File: src/rtl/imm_gen_pkg.sv
// Shared constants for the pipelined immediate / target generator.
package imm_gen_pkg;

   // Extension mode encoding carried on in_mode; 6 and 7 are illegal.
   localparam logic [2:0] MODE_SEXT   = 3'd0;
   localparam logic [2:0] MODE_ZEXT   = 3'd1;
   localparam logic [2:0] MODE_LUI    = 3'd2;
   localparam logic [2:0] MODE_BRANCH = 3'd3;
   localparam logic [2:0] MODE_JUMP   = 3'd4;
   localparam logic [2:0] MODE_SHAMT  = 3'd5;

   localparam int MODE_W    = 3;
   localparam int INSTR_W   = 32;

   // Field positions and shift amounts of the MIPS encodings.
   localparam int LUI_SHIFT = 16;
   localparam int BR_SHIFT  = 2;
   localparam int SHAMT_LSB = 6;
   localparam int SHAMT_MSB = 10;

   // Jump targets keep the PC region bits from this position upward.
   localparam int JMP_REGION_LSB = 28;

endpackage

File: src/rtl/pipe_stage_reg.sv
// Generic valid/ready register slice. Accepts a new beat when empty or when
// the held beat leaves in the same cycle, giving full throughput.
module pipe_stage_reg #(
   parameter int W = 8
) (
   input  logic         clk,
   input  logic         reset,
   input  logic         in_valid,
   output logic         in_ready,
   input  logic [W-1:0] in_data,
   output logic         out_valid,
   input  logic         out_ready,
   output logic [W-1:0] out_data
);

   // Ready whenever the slot is free now or frees this cycle.
   assign in_ready = !out_valid || out_ready;

   // Load on a transfer in, clear valid when the beat leaves with no refill.
   always_ff @(posedge clk or posedge reset) begin
      if (reset) begin
         out_valid <= 1'b0;
         out_data  <= '0;
      end else if (in_valid && in_ready) begin
         out_valid <= 1'b1;
         out_data  <= in_data;
      end else if (out_ready) begin
         out_valid <= 1'b0;
      end
   end

endmodule

File: src/rtl/imm_gen_pipe.sv
// Two-stage immediate and branch/jump target generator with valid/ready
// backpressure. Stage 1 extends the immediate; stage 2 forms the target.
module imm_gen_pipe
   import imm_gen_pkg::*;
#(
   parameter int DATA_W = 32,
   parameter int IMM_W  = 16,
   parameter int JMP_W  = 26
) (
   input  logic              clk,
   input  logic              reset,
   input  logic              in_valid,
   output logic              in_ready,
   input  logic [31:0]       in_instr,
   input  logic [DATA_W-1:0] in_pc4,
   input  logic [2:0]        in_mode,
   output logic              out_valid,
   input  logic              out_ready,
   output logic [DATA_W-1:0] out_imm,
   output logic [DATA_W-1:0] out_target,
   output logic              out_illegal,
   output logic              out_wrap
);

   typedef struct packed {
      logic [DATA_W-1:0] imm;
      logic [DATA_W-1:0] pc4;
      logic [MODE_W-1:0] mode;
      logic              illegal;
   } s1_t;

   typedef struct packed {
      logic [DATA_W-1:0] imm;
      logic [DATA_W-1:0] target;
      logic              illegal;
      logic              wrap;
   } s2_t;

   s1_t data_p0, data_p1;
   s2_t data_p1_res, data_p2;
   logic vld_p1, vld_p2;
   logic rdy_p1, rdy_p2;

   logic signed [DATA_W-1:0] sext_imm;
   logic        [DATA_W-1:0] zext_imm;
   logic        [DATA_W-1:0] zext_jmp;
   logic        [DATA_W-1:0] zext_shamt;
   logic        [DATA_W:0]   br_sum;
   logic                     unused_instr_bits;

   // Instruction bits above the jump field never feed any mode.
   assign unused_instr_bits = ^in_instr[31:JMP_W];

   // Field extensions feeding stage 1.
   always_comb begin
      sext_imm   = {{(DATA_W-IMM_W){in_instr[IMM_W-1]}}, in_instr[IMM_W-1:0]};
      zext_imm   = {{(DATA_W-IMM_W){1'b0}}, in_instr[IMM_W-1:0]};
      zext_jmp   = {{(DATA_W-JMP_W){1'b0}}, in_instr[JMP_W-1:0]};
      zext_shamt = {{(DATA_W-(SHAMT_MSB-SHAMT_LSB+1)){1'b0}},
                    in_instr[SHAMT_MSB:SHAMT_LSB]};
   end

   // Select the stage 1 immediate by mode; unknown modes flag illegal.
   always_comb begin
      data_p0.pc4     = in_pc4;
      data_p0.mode    = in_mode;
      data_p0.imm     = '0;
      data_p0.illegal = 1'b0;
      case (in_mode)
         MODE_SEXT:   data_p0.imm = sext_imm;
         MODE_ZEXT:   data_p0.imm = zext_imm;
         MODE_LUI:    data_p0.imm = zext_imm << LUI_SHIFT;
         MODE_BRANCH: data_p0.imm = sext_imm << BR_SHIFT;
         MODE_JUMP:   data_p0.imm = zext_jmp << BR_SHIFT;
         MODE_SHAMT:  data_p0.imm = zext_shamt;
         default:     data_p0.illegal = 1'b1;
      endcase
   end

   // ---- stage 1 register: extended immediate, mode, pc4, illegal ----
   pipe_stage_reg #(.W($bits(s1_t))) u_stage1 (
      .clk       (clk),
      .reset     (reset),
      .in_valid  (in_valid),
      .in_ready  (in_ready),
      .in_data   (data_p0),
      .out_valid (vld_p1),
      .out_ready (rdy_p2),
      .out_data  (data_p1)
   );

   // Branch adder with one extra bit so the carry out is visible.
   assign br_sum = {1'b0, data_p1.pc4} + {1'b0, data_p1.imm};

   // Target and wrap from the stage 1 payload. A negative offset must borrow
   // (carry out) to stay in range; a positive one must not carry.
   always_comb begin
      data_p1_res.imm     = data_p1.imm;
      data_p1_res.illegal = data_p1.illegal;
      data_p1_res.target  = '0;
      data_p1_res.wrap    = 1'b0;
      case (data_p1.mode)
         MODE_BRANCH: begin
            data_p1_res.target = br_sum[DATA_W-1:0];
            data_p1_res.wrap   = data_p1.imm[DATA_W-1] ? !br_sum[DATA_W]
                                                       :  br_sum[DATA_W];
         end
         MODE_JUMP: begin
            data_p1_res.target = {data_p1.pc4[DATA_W-1:JMP_REGION_LSB],
                                  data_p1.imm[JMP_REGION_LSB-1:0]};
         end
         default: ;
      endcase
   end

   // ---- stage 2 register: immediate, target, illegal, wrap ----
   pipe_stage_reg #(.W($bits(s2_t))) u_stage2 (
      .clk       (clk),
      .reset     (reset),
      .in_valid  (vld_p1),
      .in_ready  (rdy_p2),
      .in_data   (data_p1_res),
      .out_valid (vld_p2),
      .out_ready (out_ready),
      .out_data  (data_p2)
   );

   assign rdy_p1      = rdy_p2;
   assign out_valid   = vld_p2;
   assign out_imm     = data_p2.imm;
   assign out_target  = data_p2.target;
   assign out_illegal = data_p2.illegal;
   assign out_wrap    = data_p2.wrap;

   logic unused_rdy_p1;
   assign unused_rdy_p1 = rdy_p1;

endmodule

File: config.mk
export PLATFORM = sky130hd
export DESIGN_NAME = imm_gen_pipe
export DESIGN_NICKNAME = d
export VERILOG_FILES = /design/src/rtl/imm_gen_pkg.sv /design/src/rtl/pipe_stage_reg.sv /design/src/rtl/imm_gen_pipe.sv
export SDC_FILE = /design/constraint.sdc
export NUM_CORES = 1
export LEC_CHECK = 0
export BUFFER_PORTS_ARGS = -buffer_cell sky130_fd_sc_hd__clkbuf_2
export CAP_MARGIN = 20
export CORE_MARGIN = 4
export CORE_UTILIZATION = 30
export CTS_CLUSTER_DIAMETER = 30
export CTS_CLUSTER_SIZE = 14
export DETAILED_ROUTE_END_ITERATION = 12
export GPL_TIMING_DRIVEN = 0
export PLACE_DENSITY = 0.5
export SYNTH_ARGS = -nofsm -noshare
export SYNTH_HDL_FRONTEND = slang
export SYNTH_SLANG_ARGS = --single-unit
export TNS_END_PERCENT = 20
File: constraint.sdc
create_clock -name clk -period 4.1 [get_ports clk]
set_clock_uncertainty 0.2 [all_clocks]
set_input_delay 0.615 -clock clk [delete_from_list [all_inputs] [get_ports clk]]
set_output_delay 0.615 -clock clk [all_outputs]
set_load 0.03 [all_outputs]
# Word level (Yosys, flattened, before mapping)
# Index checks and enable logic that the tools add are counted.
dict set report op_classes {
  n_eq_ne 7
  n_addsub 1
  n_mux 9
  reduce_logical 11
}
# cell n
set op_table {}
lappend op_table {{$pmux W32 S6} 1}
lappend op_table {{$pmux W32 S2} 1}
lappend op_table {{$add A32 B32 Y33} 1}
lappend op_table {{$eq A3 B2 Y1 const B} 3}
lappend op_table {{$eq A3 B3 Y1 const B} 3}
lappend op_table {{$mux W1} 7}
lappend op_table {{$reduce_or A6 Y1} 1}
lappend op_table {{$reduce_bool A2 Y1} 2}
lappend op_table {{$eq A3 B1 Y1 const B} 1}
lappend op_table {{$logic_not A1 Y1} 3}
lappend op_table {{$logic_not A3 Y1} 1}
lappend op_table {{$logic_and A1 B1 Y1} 2}
lappend op_table {{$logic_or A1 B1 Y1} 2}
dict set report totals {
  regBits 136
  inputBits 71
  word_cells 32
  out_inout_bits 68
}

# Depth between registers and ports, before layout
# Gate-level depths: netlist of the first run.
dict set report logic_depth {
  word_depth 5
  depth_mapped 11
  mapped_depth_nobuf 11
}

# Hierarchy
# Synthesis of the first run repeated with hierarchy kept, for this count alone.
dict set report unflattened {
  cells_unflattened 794
  area_unflattened_um2 8331.7
}
# module area_per_inst_um2 instances seq_area_each_um2 cells_per_inst
set by_module_without_submodules {}
lappend by_module_without_submodules {imm_gen_pipe 2974.1 1 0.0 502}
lappend by_module_without_submodules {{pipe_stage_reg (u_stage2)} 2701.3 1 1676.6 144}
lappend by_module_without_submodules {{pipe_stage_reg (u_stage1)} 2656.3 1 1726.7 148}

# Worst setup path before layout of the first run
# OpenSTA, ideal clock, no wires.
dict set report synth_path {
  path_type {register -> register}
  startpoint {register u_stage1.out_data[36]}
  endpoint {register u_stage2.out_data[24]}
  period_less_slack_ps 2850
  path_slack_ps 1250
  n_path_buf 0
  arrival_time_ps 2518
  setup_time_ps 132
  t_required_ps 3768
  path_stages_with_launch 12
  path_cell_list {dfrtp_1 -> ha_1 -> inv_1 -> fa_1 -> nand2b_1 -> a21oi_1 -> a211o_1 -> a221o_1 -> a21o_1 -> a221oi_4 -> nor3_1 -> or3b_1}
}
dict set report synth_via {
  elab_chain_len 2
}
# item line_no
set synth_lines {}
lappend synth_lines {{from (decl)} pipe_stage_reg.sv:13} ;# output logic [W-1:0] out_data
lappend synth_lines {{from (signal assigned)} pipe_stage_reg.sv:26} ;# out_data <= in_data;
lappend synth_lines {{$add A32 B32 Y33} imm_gen_pipe.sv:93} ;# assign br_sum = {1'b0, data_p1.pc4} + {1'b0, data_p1.imm};
lappend synth_lines {{$pmux W32 S2} imm_gen_pipe.sv:102} ;# case (data_p1.mode)
lappend synth_lines {{to (signal assigned)} pipe_stage_reg.sv:26}
lappend synth_lines {{to (decl)} pipe_stage_reg.sv:13}
# No other way between the ends.
# A chain may end at the register's enable or synchronous reset.

# Worst setup path in the final report of the first run
dict set report layout_path {
  startpoint {register u_stage1.out_data[40]}
  endpoint {register u_stage2.out_data[22]}
}
# Same word-level chain as after synthesis.

==> impl_results.md, run 1 <==
- RSZ-0062 raised after global routing: no
- Async SR Flop Fraction: 1.00
- Yosys warning total: 0
- Starting Density: 0.308
- Vias per Instance: 5.13
- Layout cell share with drive strength beyond 1: 0.249
- Tmin final: 3.48 ns
- CP Cell Sequence: ha_1 -> a21o_1 -> a2111oi_0 -> nor2b_1 -> a221oi_1 -> o21bai_1 -> xnor2_1 -> o21ai_1
- Resized cells post-CTS: 0
- Status: finished, final reports clean
- Slew Limit Headroom: 0.308
- CP startpoint kind: flip-flop
- Total grt overflow: 0
- Vias: 6555
- R2r endpoint: u_stage2.out_data[22]
- Reg clk slew, reported paths: ~0.06 ns
- Vias in the first global route: 6580
- Avg Inst Size Synth: 9.62 µm²
- Clock Latency Late Sink: between 0.4 and 0.5 ns
- PwrDens: 501 nW/µm²
- Die Y-Extent: 167 µm
- Overall die area: 27900 µm²
- Routed wire length: 23.8 mm
- Mapped Area: 7590 µm²
- Worst Tran Pin Value: slightly above 1 ns
- Register area share after synthesis: 0.448
- Gate Count Post-Synth: 789
- Most numerous cell in the Yosys netlist: dfrtp_1
- Synth area leaders: dfrtp_1 (45%), mux2_2 (9.9%), o21ai_0 (5.5%), a21oi_1 (5.4%), ha_1 (5.3%)
- Largest net degree at the start of global routing: 39
- Post-synth top cells: dfrtp_1 (136), o21ai_0 (83), a21oi_1 (82), nand2_1 (78), mux2_2 (67)
- CTS tree: built
- Port Buffers: 130
- # diodes: 0
- WL per Instance: roughly 19 µm
- Area delta synth->final: 22.6%
- TritonRoute pass-1 iters: 5
- Crit path from: u_stage1.out_data[40]
- Fmax: 0.287 GHz
- Initial DRC Count: 474
- Data arrival time of the worst path: roughly 3.6 ns
- H-tree levels: 4
- Boundary Pins: between 100 and 150
- # rows: 57
- Hold_ws: between 0.1 and 0.15 ns
- Post-synth top area cell: dfrtp_1
- Cts hold-fix bufs: 0
- Syn Nets: 893
- Setup bufs post-CTS: 0
- Number of synthesized flops with an enable pin: 0
- Total CTS buffers: 17
- Top FF cell, synth: dfrtp_1
- Root buf cell: clkbuf_16
- Post-DRT Antenna Nets: 0
- Setup TNS: 0 ns
- CP max-delay cell: a2111oi_0
- Period Utilization, post-route: 0.849
- Max-slew violations: 0
- Crit path kind: flip-flop to flip-flop
- Synthesized flop and latch total: 136
- R2r setup slk: 0.62 ns
- Crit path to: u_stage2.out_data[22]
- Residual DRC count: 0
- Die W: 167 µm
- Worst Path Max Fanout: 5
- Total track usage: 0.170
- CP max stage delay: 0.92 ns
- Gpl congestion: around 0.89
- Distinct cells, synth: 55
- Worst setup EP type: flip-flop
- Clock Tree Buf Depth: 2
- FF-to-FF Start: u_stage1.out_data[40]
- Worst reg-to-reg path cell count: 8
- Final nets: 1045
- Worst endpoint required time: 4.18 ns
- Leak: ~4.3 nW
- Initial antenna violation count: 0
- # Max-Cap Violations: 0
- First-pass GRT wire length: 37.7 mm
- Final setup viols: 0
- Core area: 24600 µm²
- Worst Hold Class: input pin to async pin
- Top-area cell type share of the netlist area: 0.448
- Hold Vio Cnt, Final: 0
- # clock sinks: 136
- Max IR drop VDD: roughly 0.00026 V
- HPWL Detailed: 18.5 mm
[how the worst min path moves through the flow]
| stage | from | end | slack (ns) | cells past startpoint |
|---|---|---|---|---|
| global placement | u_stage2.out_data[4] | u_stage2.out_data[4] | 0.27 | 2 |
| CTS | reset | u_stage1.out_data[31] | 0.13 | 2 |
| finish | reset | u_stage1.out_data[26] | 0.12 | 2 |
| floorplan | u_stage1.out_data[64] | u_stage1.out_data[64] | 0.27 | 2 |
| detailed placement | u_stage2.out_data[4] | u_stage2.out_data[4] | 0.27 | 2 |
| global route | reset | u_stage1.out_data[31] | 0.15 | 2 |
[stage by stage]
step | cells | power [mW] | utilization | worst slack [ns] | cell area [µm²]
global placement | 1243 | 3.14 | 0.352 | 0.600 | 8650
CTS | 1278 | 4.71 | 0.378 | 0.623 | 9300
detailed placement | 1246 | 3.16 | 0.354 | 0.655 | 8710
floorplan | 789 | 2.70 | - | 1.25 | 7590
finish | 1278 | 4.66 | 0.378 | 0.617 | 9300
global route | 1278 | 4.93 | 0.378 | 0.359 | 9300
[registers in the layout, indices dropped and copies added, names as in the netlist]
register / count
u_stage1.out_data: 68
u_stage2.out_valid: 1
u_stage1.out_valid: 1
u_stage2.out_data: 66
[routing by layer]
layer,wire [µm],vias to the layer above,track usage
met5,0,-,0
met4,274,0,0.0423
met3,1210,22,0.0393
met2,10600,176,0.257
met1,11800,3204,0.248
li1,-,3153,-
[kinds of logic after synthesis]
group / share of synthesized area
AO/OA/AOI/OAI: 0.219
XOR/XNOR: 0.0312
adder cells (fa/ha/maj): 0.0554
buffers and inverters: 0.0356
flip-flops: 0.448
multiplexers: 0.0994
AND/OR/NAND/NOR: 0.111
[cell type report]
type | instances | area [µm²]
Inverter | 22 | 86.3
Tap cell | 324 | 405
Buffer | 50 | 188
Timing Repair Buffer | 133 | 711
Multi-Input combinational cell | 581 | 3920
Sequential cell | 136 | 3400
Clock inverter | 13 | 145
Fill cell | 2536 | 15300
Clock buffer | 19 | 443
[worst max-delay path: cells and delay by family, from the launching register on]
kind            cells  cell delay (ns)
xor+xnor            1             0.21
compound gates      5             1.95
flops               1             0.43
simple gates        1             0.18
fa+ha+maj           1             0.37
[report_power, final]
part	total, mW	leakage, nW	internal (mW)	switching (mW)
sequential	1.71	1.75	1.54	0.165
clock	1.54	0.280	0.917	0.620
combinational	1.42	2.23	0.522	0.898
total	4.66	4.27	2.98	1.68
[cell usage in the layout (no fill, tap or decap), types with 3 or more instances in the layout]
cell	Yosys	routed
clkbuf_2	0	130
clkbuf_16	0	17
buf_1	7	7
xnor2_1	17	17
a21oi_1	82	82
xor2_1	10	10
nand2b_1	9	9
inv_6	0	3
o21ai_1	13	13
o21bai_1	7	7
nand4_1	6	6
clkinv_4	0	3
a22oi_1	30	30
clkbuf_1	43	44
a2bb2oi_1	3	3
nor3_1	6	6
and3_1	4	4
a22o_1	3	3
ha_1	32	32
o21ai_0	83	83
inv_1	22	21
buf_12	0	3
a21o_1	14	14
mux2_2	67	67
a31oi_1	6	6
clkinvlp_4	0	4
nand2_1	78	78
nor2b_1	27	27
a32oi_1	3	3
o31ai_1	4	4
dfrtp_1	136	136
nor2_1	32	32
nand3_1	10	10
Power figures use the tool's default switching activity.
==> run 2: changes to the inputs <==
==> constraint.sdc (replaced) <==
create_clock -name clk -period 2.86 [get_ports clk]
set_clock_uncertainty 0.2 [all_clocks]
set_input_delay 0.429 -clock clk [delete_from_list [all_inputs] [get_ports clk]]
set_output_delay 0.429 -clock clk [all_outputs]
set_load 0.03 [all_outputs]
==> impl_results.md, run 2 (same netlist as run 1, synthesis figures left out) <==
- Total track usage: 0.173 (+0.00215)
- Worst Hold Class: input pin to flip-flop
- Max reg flops: 68 (unchanged)
- Hold_ws: 0.0293 ns (-0.0860 ns)
- Total CTS buffers: 17 (unchanged)
- Die Y-Extent: 167 µm (unchanged)
- Gpl congestion: 0.894 (unchanged)
- Post-DRT Antenna Nets: 0 (unchanged)
- Vias: 6579 (+0.37%)
- Period Utilization, post-route: 1.02 (+0.167)
- Die W: 167 µm (unchanged)
- Tmin final: 2.91 ns (-0.575 ns)
- Clock Latency Late Sink: 0.43 ns (about the same)
- Root buf cell: clkbuf_16
- Largest regs: u_stage1.out_data: 68 flops, u_stage2.out_data: 66 flops
- Port Buffers: 130 (unchanged)
- H-tree levels: 4 (unchanged)
- Failing checks: setup timing
- Final nets: 1045 (unchanged)
- # Max-Cap Violations: 0 (unchanged)
- # rows: 57 (unchanged)
- Worst Path Max Fanout: 8 (+3)
- Vias in the first global route: 6680 (+1.5%)
- Worst Setup Slack, final: -0.0476 ns (-0.665 ns)
- Initial DRC Count: 468 (-1.3%)
- Initial antenna violation count: 0 (unchanged)
- Worst endpoint required time: 2.96 ns (-1.22 ns)
- Vias per Instance: 5.15 (+0.37%)
- Routed wire length: 24.1 mm (+1.2%)
- Commonest cells after routing, fill and taps aside: dfrtp_1 (133), clkbuf_2 (130), o21ai_0 (81), a21oi_1 (80), nand2_1 (78)
- Worst Tran Pin Value: 0.880 ns (-0.133 ns)
- RSZ-0062 raised after global routing: yes
- Slew Limit Headroom: 0.411 (+0.104)
- HPWL Detailed: 18.5 mm (unchanged)
- Reg clk slew, reported paths: 0.06 ns (about the same)
- Placed cell area: 8710 µm² (unchanged)
- Crit path kind: flip-flop to flip-flop
- Core area: 24600 µm² (unchanged)
- Clock Tree Buf Depth: 2 (unchanged)
- WL per Instance: 18.9 µm (+1.2%)
- Place WS: -0.585 ns (-1.24 ns)
- # diodes: 0 (unchanged)
- Data arrival time of the worst path: 3.01 ns (-0.55 ns)
- Final setup viols: 2 (+2)
- Worst setup EP type: flip-flop
- Post-layout instance area: 9530 µm² (+2.5%)
- First-pass GRT wire length: 38.2 mm (+1.4%)
- PwrDens: 716 nW/µm² (+43%)
- Residual DRC count: 0 (unchanged)
- TritonRoute pass-1 iters: 5 (unchanged)
- Total grt overflow: 0 (unchanged)
- Overall die area: 27900 µm² (unchanged)
- CTS tree: built
- Area delta synth->final: 25.6%
- Leak: 4.30 nW (+0.79%)
- # clock sinks: 136 (unchanged)
- Starting Density: 0.308 (unchanged)
- Most common cell after layout, fill and taps aside: dfrtp_1
- Crit path from: u_stage1.out_data[43]
- Layout cell share with drive strength beyond 1: 0.289 (+0.0398)
- Max IR drop VDD: 0.000378 V (+44%)
- Max-slew violations: 0 (unchanged)
- HP Start: in_pc4[0]
- CP startpoint kind: flip-flop
- Reg with most FFs: u_stage1.out_data
- Hold Vio Cnt, Final: 0 (unchanged)
- FF-to-FF Start: u_stage1.out_data[43]
- Largest net degree at the start of global routing: 39 (unchanged)
- Boundary Pins: 139 (unchanged)
- Fmax: 0.344 GHz (+20%)
- Status: complete, but fails checks
[run 2: metal layers]
metal	vias to the layer above	track usage	share of wire
met5	-	0	0
met4	0	0.0445	0.012
met3	21	0.0393	0.046
met2	162	0.261	0.44
met1	3240	0.250	0.50
li1	3156	-	-
[run 2: timing repair]
item                                    CTS  global route
hold buffers                              1             0
pin swaps                                 5             7
buffers inserted                          5             1
endpoints found under the setup margin   18            14
endpoints found under the hold margin    31             0
gates resized for setup                  21            24
[run 2: cell type report]
class                      instances  area (µm²)
buffer                            43         163
clock inverter                    13         145
clock buffer                      19         443
fill                            2512       15100
sequential                       136        3410
inverter                          22        86.3
multi-input combinational        581        4120
timing repair buffer             140         766
tap                              324         405
[run 2: metrics by stage]
stage | util | TNS (ns) | total power, mW | std cells
floorplan | - | 0 | 3.87 | 789
global placement | 0.352 | -67.72 | 4.50 | 1243
detailed placement | 0.354 | -6.66 | 4.53 | 1246
CTS | 0.384 | -0.0372 | 6.82 | 1280
global route | 0.387 | -0.314 | 7.20 | 1278
finish | 0.387 | -0.0539 | 6.83 | 1278
[run 2: critical path, cell delays in order (launching register included)]
cell and delay (ns):
dfrtp_2 0.45, ha_2 0.33, a21o_1 0.23, a31oi_1 0.18, o21ai_0 0.10, a221o_1 0.38
a21o_1 0.21, a221oi_4 0.28, nor3_1 0.08, or3b_1 0.34
[run 2: final timing paths]
kind / to / slack [ns] / cells after the start
hold reg to reg: u_stage2.out_data[7] / 0.29 / 2
hold / removal: u_stage1.out_data[4] / 0.03 / 2
setup reg to reg: u_stage2.out_data[24] / -0.05 / 9
setup / recovery: u_stage2.out_data[24] / -0.05 / 9
max in group asynchronous: u_stage1.out_data[9] / 1.08 / 5
min in group asynchronous: u_stage1.out_data[26] / 0.49 / 3
[run 2: power by group]
group | internal [mW] | total (mW) | switching [mW] | leakage [nW]
Sequential | 2.21 | 2.46 | 0.247 | 1.75
Clock | 1.31 | 2.20 | 0.885 | 0.280
Combinational | 0.836 | 2.17 | 1.33 | 2.27
==> run 3: changes to the inputs <==
--- a/config.mk
+++ b/config.mk
@@ -7,8 +7,8 @@
 export LEC_CHECK = 0
 export BUFFER_PORTS_ARGS = -buffer_cell sky130_fd_sc_hd__clkbuf_2
 export CAP_MARGIN = 20
-export CORE_MARGIN = 4
 export CORE_UTILIZATION = 30
+export CTS_BUF_LIST = sky130_fd_sc_hd__clkbuf_4 sky130_fd_sc_hd__clkbuf_8
 export CTS_CLUSTER_DIAMETER = 30
 export CTS_CLUSTER_SIZE = 14
 export DETAILED_ROUTE_END_ITERATION = 12
==> impl_results.md, run 3 (same netlist as run 1, synthesis figures left out) <==
- Worst Path Max Fanout: 3 (-5)
- Die W: 161 µm (-3.6%)
- CTS tree: built
- Place WS: -0.559 ns (+0.0256 ns)
- Vias in the first global route: 6521 (-2.4%)
- Root buf cell: clkbuf_8
- RSZ-0062 raised after global routing: yes
- Area occupied by multi-input gates: 4050 µm² (-1.6%)
- Period Utilization, post-route: 1.01 (-0.00809)
- Vias per Instance: 5.12 (-0.62%)
- Initial DRC Count: 380 (-19%)
- # Max-Cap Violations: 0 (unchanged)
- Seq. cell area: 3400 µm² (about the same)
- CP startpoint kind: flip-flop
- Reg with most FFs: u_stage1.out_data
- Worst endpoint required time: 3.00 ns (+0.04 ns)
- Max reg flops: 68 (unchanged)
- PwrDens: 644 nW/µm² (-10%)
- Final nets: 1066 (+2.0%)
- Final setup viols: 2 (unchanged)
- Commonest cells after routing, fill and taps aside: dfrtp_1 (135), clkbuf_2 (130), o21ai_0 (82), a21oi_1 (80), nand2_1 (78)
- Die Y-Extent: 161 µm (-3.6%)
- Reg clk slew, reported paths: 0.08 ns (+0.02 ns)
- Largest net degree at the start of global routing: 40 (+2.6%)
- Largest regs: u_stage1.out_data: 68 flops, u_stage2.out_data: 66 flops
- HP Start: in_pc4[15]
- Worst Hold Class: input pin to flip-flop
- Most common cell after layout, fill and taps aside: dfrtp_1
- Slew Limit Headroom: 0.448 (+0.0361)
- Total CTS buffers: 17 (unchanged)
- Post-DRT Antenna Nets: 0 (unchanged)
- Max IR drop VDD: 0.000255 V (-33%)
- R2r setup slk: -0.02 ns (+0.02 ns)
- FF-to-FF Start: u_stage1.out_data[4]
- TritonRoute pass-1 iters: 4 (-1)
- Starting Density: 0.309 (+0.000897)
- Hold Vio Cnt, Final: 0 (unchanged)
- # clock sinks: 136 (unchanged)
- Clock Latency Late Sink: 0.45 ns (+0.02 ns)
- Layout cell share with drive strength beyond 1: 0.270 (-0.0198)
- Vias: 6630 (+0.78%)
- Power Total: 6.08 mW (-11%)
- # diodes: 0 (unchanged)
- Worst Setup Slack, final: -0.0245 ns (+0.0231 ns)
- Boundary Pins: 139 (unchanged)
- Data arrival time of the worst path: 3.03 ns (+0.02 ns)
- H-tree levels: 4 (unchanged)
- Fmax: 0.347 GHz (+0.80%)
- Fillers: 2584 (+2.9%)
- Crit path kind: flip-flop to flip-flop
- Gpl congestion: 0.892 (-0.28%)
- Tmin final: 2.88 ns (-0.0231 ns)
- Total grt overflow: 0 (unchanged)
- Worst setup EP type: flip-flop
- Core area: 24500 µm² (-0.29%)
- # rows: 57 (unchanged)
- Worst Tran Pin Value: 0.826 ns (-0.0539 ns)
- Residual DRC count: 0 (unchanged)
- Initial antenna violation count: 0 (unchanged)
- Failing checks: setup timing
- Clock Tree Buf Depth: 2 (unchanged)
- Max-slew violations: 0 (unchanged)
- Total track usage: 0.188 (+0.0159)
- Port Buffers: 130 (unchanged)
- Area delta synth->final: 24.4%
- Leak: 4.29 nW (-0.28%)
- Overall die area: 25900 µm² (-7.1%)
- WL per Instance: 18.2 µm (-3.5%)
- First-pass GRT wire length: 37.3 mm (-2.4%)
- Crit path from: u_stage1.out_data[4]
- Status: complete, but fails checks
- HPWL Detailed: 18.3 mm (-1.2%)
- Routed wire length: 23.6 mm (-2.2%)
[run 3: where the power goes]
part	switching [mW]	internal, mW	leakage, nW
Sequential	0.244	2.21	1.75
Combinational	1.31	0.829	2.36
Clock	0.740	0.745	0.175
Total	2.29	3.78	4.29
[run 3: routing by layer]
| layer | global-route usage | wire (µm) | vias to the layer above |
|---|---|---|---|
| met3 | 0.0331 | 1160 | 27 |
| met5 | 0 | 0 | - |
| met1 | 0.275 | 11500 | 3239 |
| li1 | - | - | 3184 |
| met2 | 0.279 | 10400 | 180 |
| met4 | 0.0665 | 531 | 0 |
[run 3: layout make-up]
cell class                 instances  share of cell area
inverter                          22             0.00914
timing repair buffer             160               0.103
sequential                       136               0.361
buffer                            44              0.0176
clock buffer                      21              0.0299
tap                              324              0.0429
clock inverter                     8             0.00795
multi-input combinational        581               0.429
[run 3: repair_timing]
| item | in CTS | in global routing |
|---|---|---|
| resized for setup | 19 | 10 |
| setup endpoints to repair | 18 | 10 |
| hold endpoints to repair | 45 | 0 |
| pin swaps | 4 | 0 |
| buffers inserted | 4 | 0 |
| hold buffers | 23 | 0 |
[run 3: worst paths after layout]
path,end,cells after the start
worst min register to register,u_stage2.out_data[3],2
worst min-delay path,u_stage1.out_data[19],2
worst max-delay path,u_stage2.out_data[24],11
min in group asynchronous,u_stage2.out_data[22],3
worst max register to register,u_stage2.out_data[24],11
max in group asynchronous,u_stage2.out_data[38],5
[run 3: through the flow]
step | area [µm²] | util | instances | hold slack [ns] | TNS, ns
after floorplan | 7590 | - | 789 | 0.271 | 0
after global placement | 8650 | 0.353 | 1243 | 0.268 | -67.79
after detailed placement | 8710 | 0.355 | 1246 | 0.278 | -5.25
after CTS | 9410 | 0.384 | 1298 | 0.000417 | -0.0325
after global routing | 9440 | 0.385 | 1296 | 0.00448 | -0.448
final | 9440 | 0.385 | 1296 | 0.0206 | -0.0471
[run 3: critical path, stage by stage, from the launching register on]
cell and delay [ns]:
dfrtp_1 0.39, ha_2 0.20, inv_1 0.07, fa_2 0.20
nand2b_4 0.14, a21oi_2 0.09, a211o_1 0.28, a221o_1 0.33
a21o_1 0.21, a221oi_4 0.27, nor3_1 0.08, or3b_1 0.34
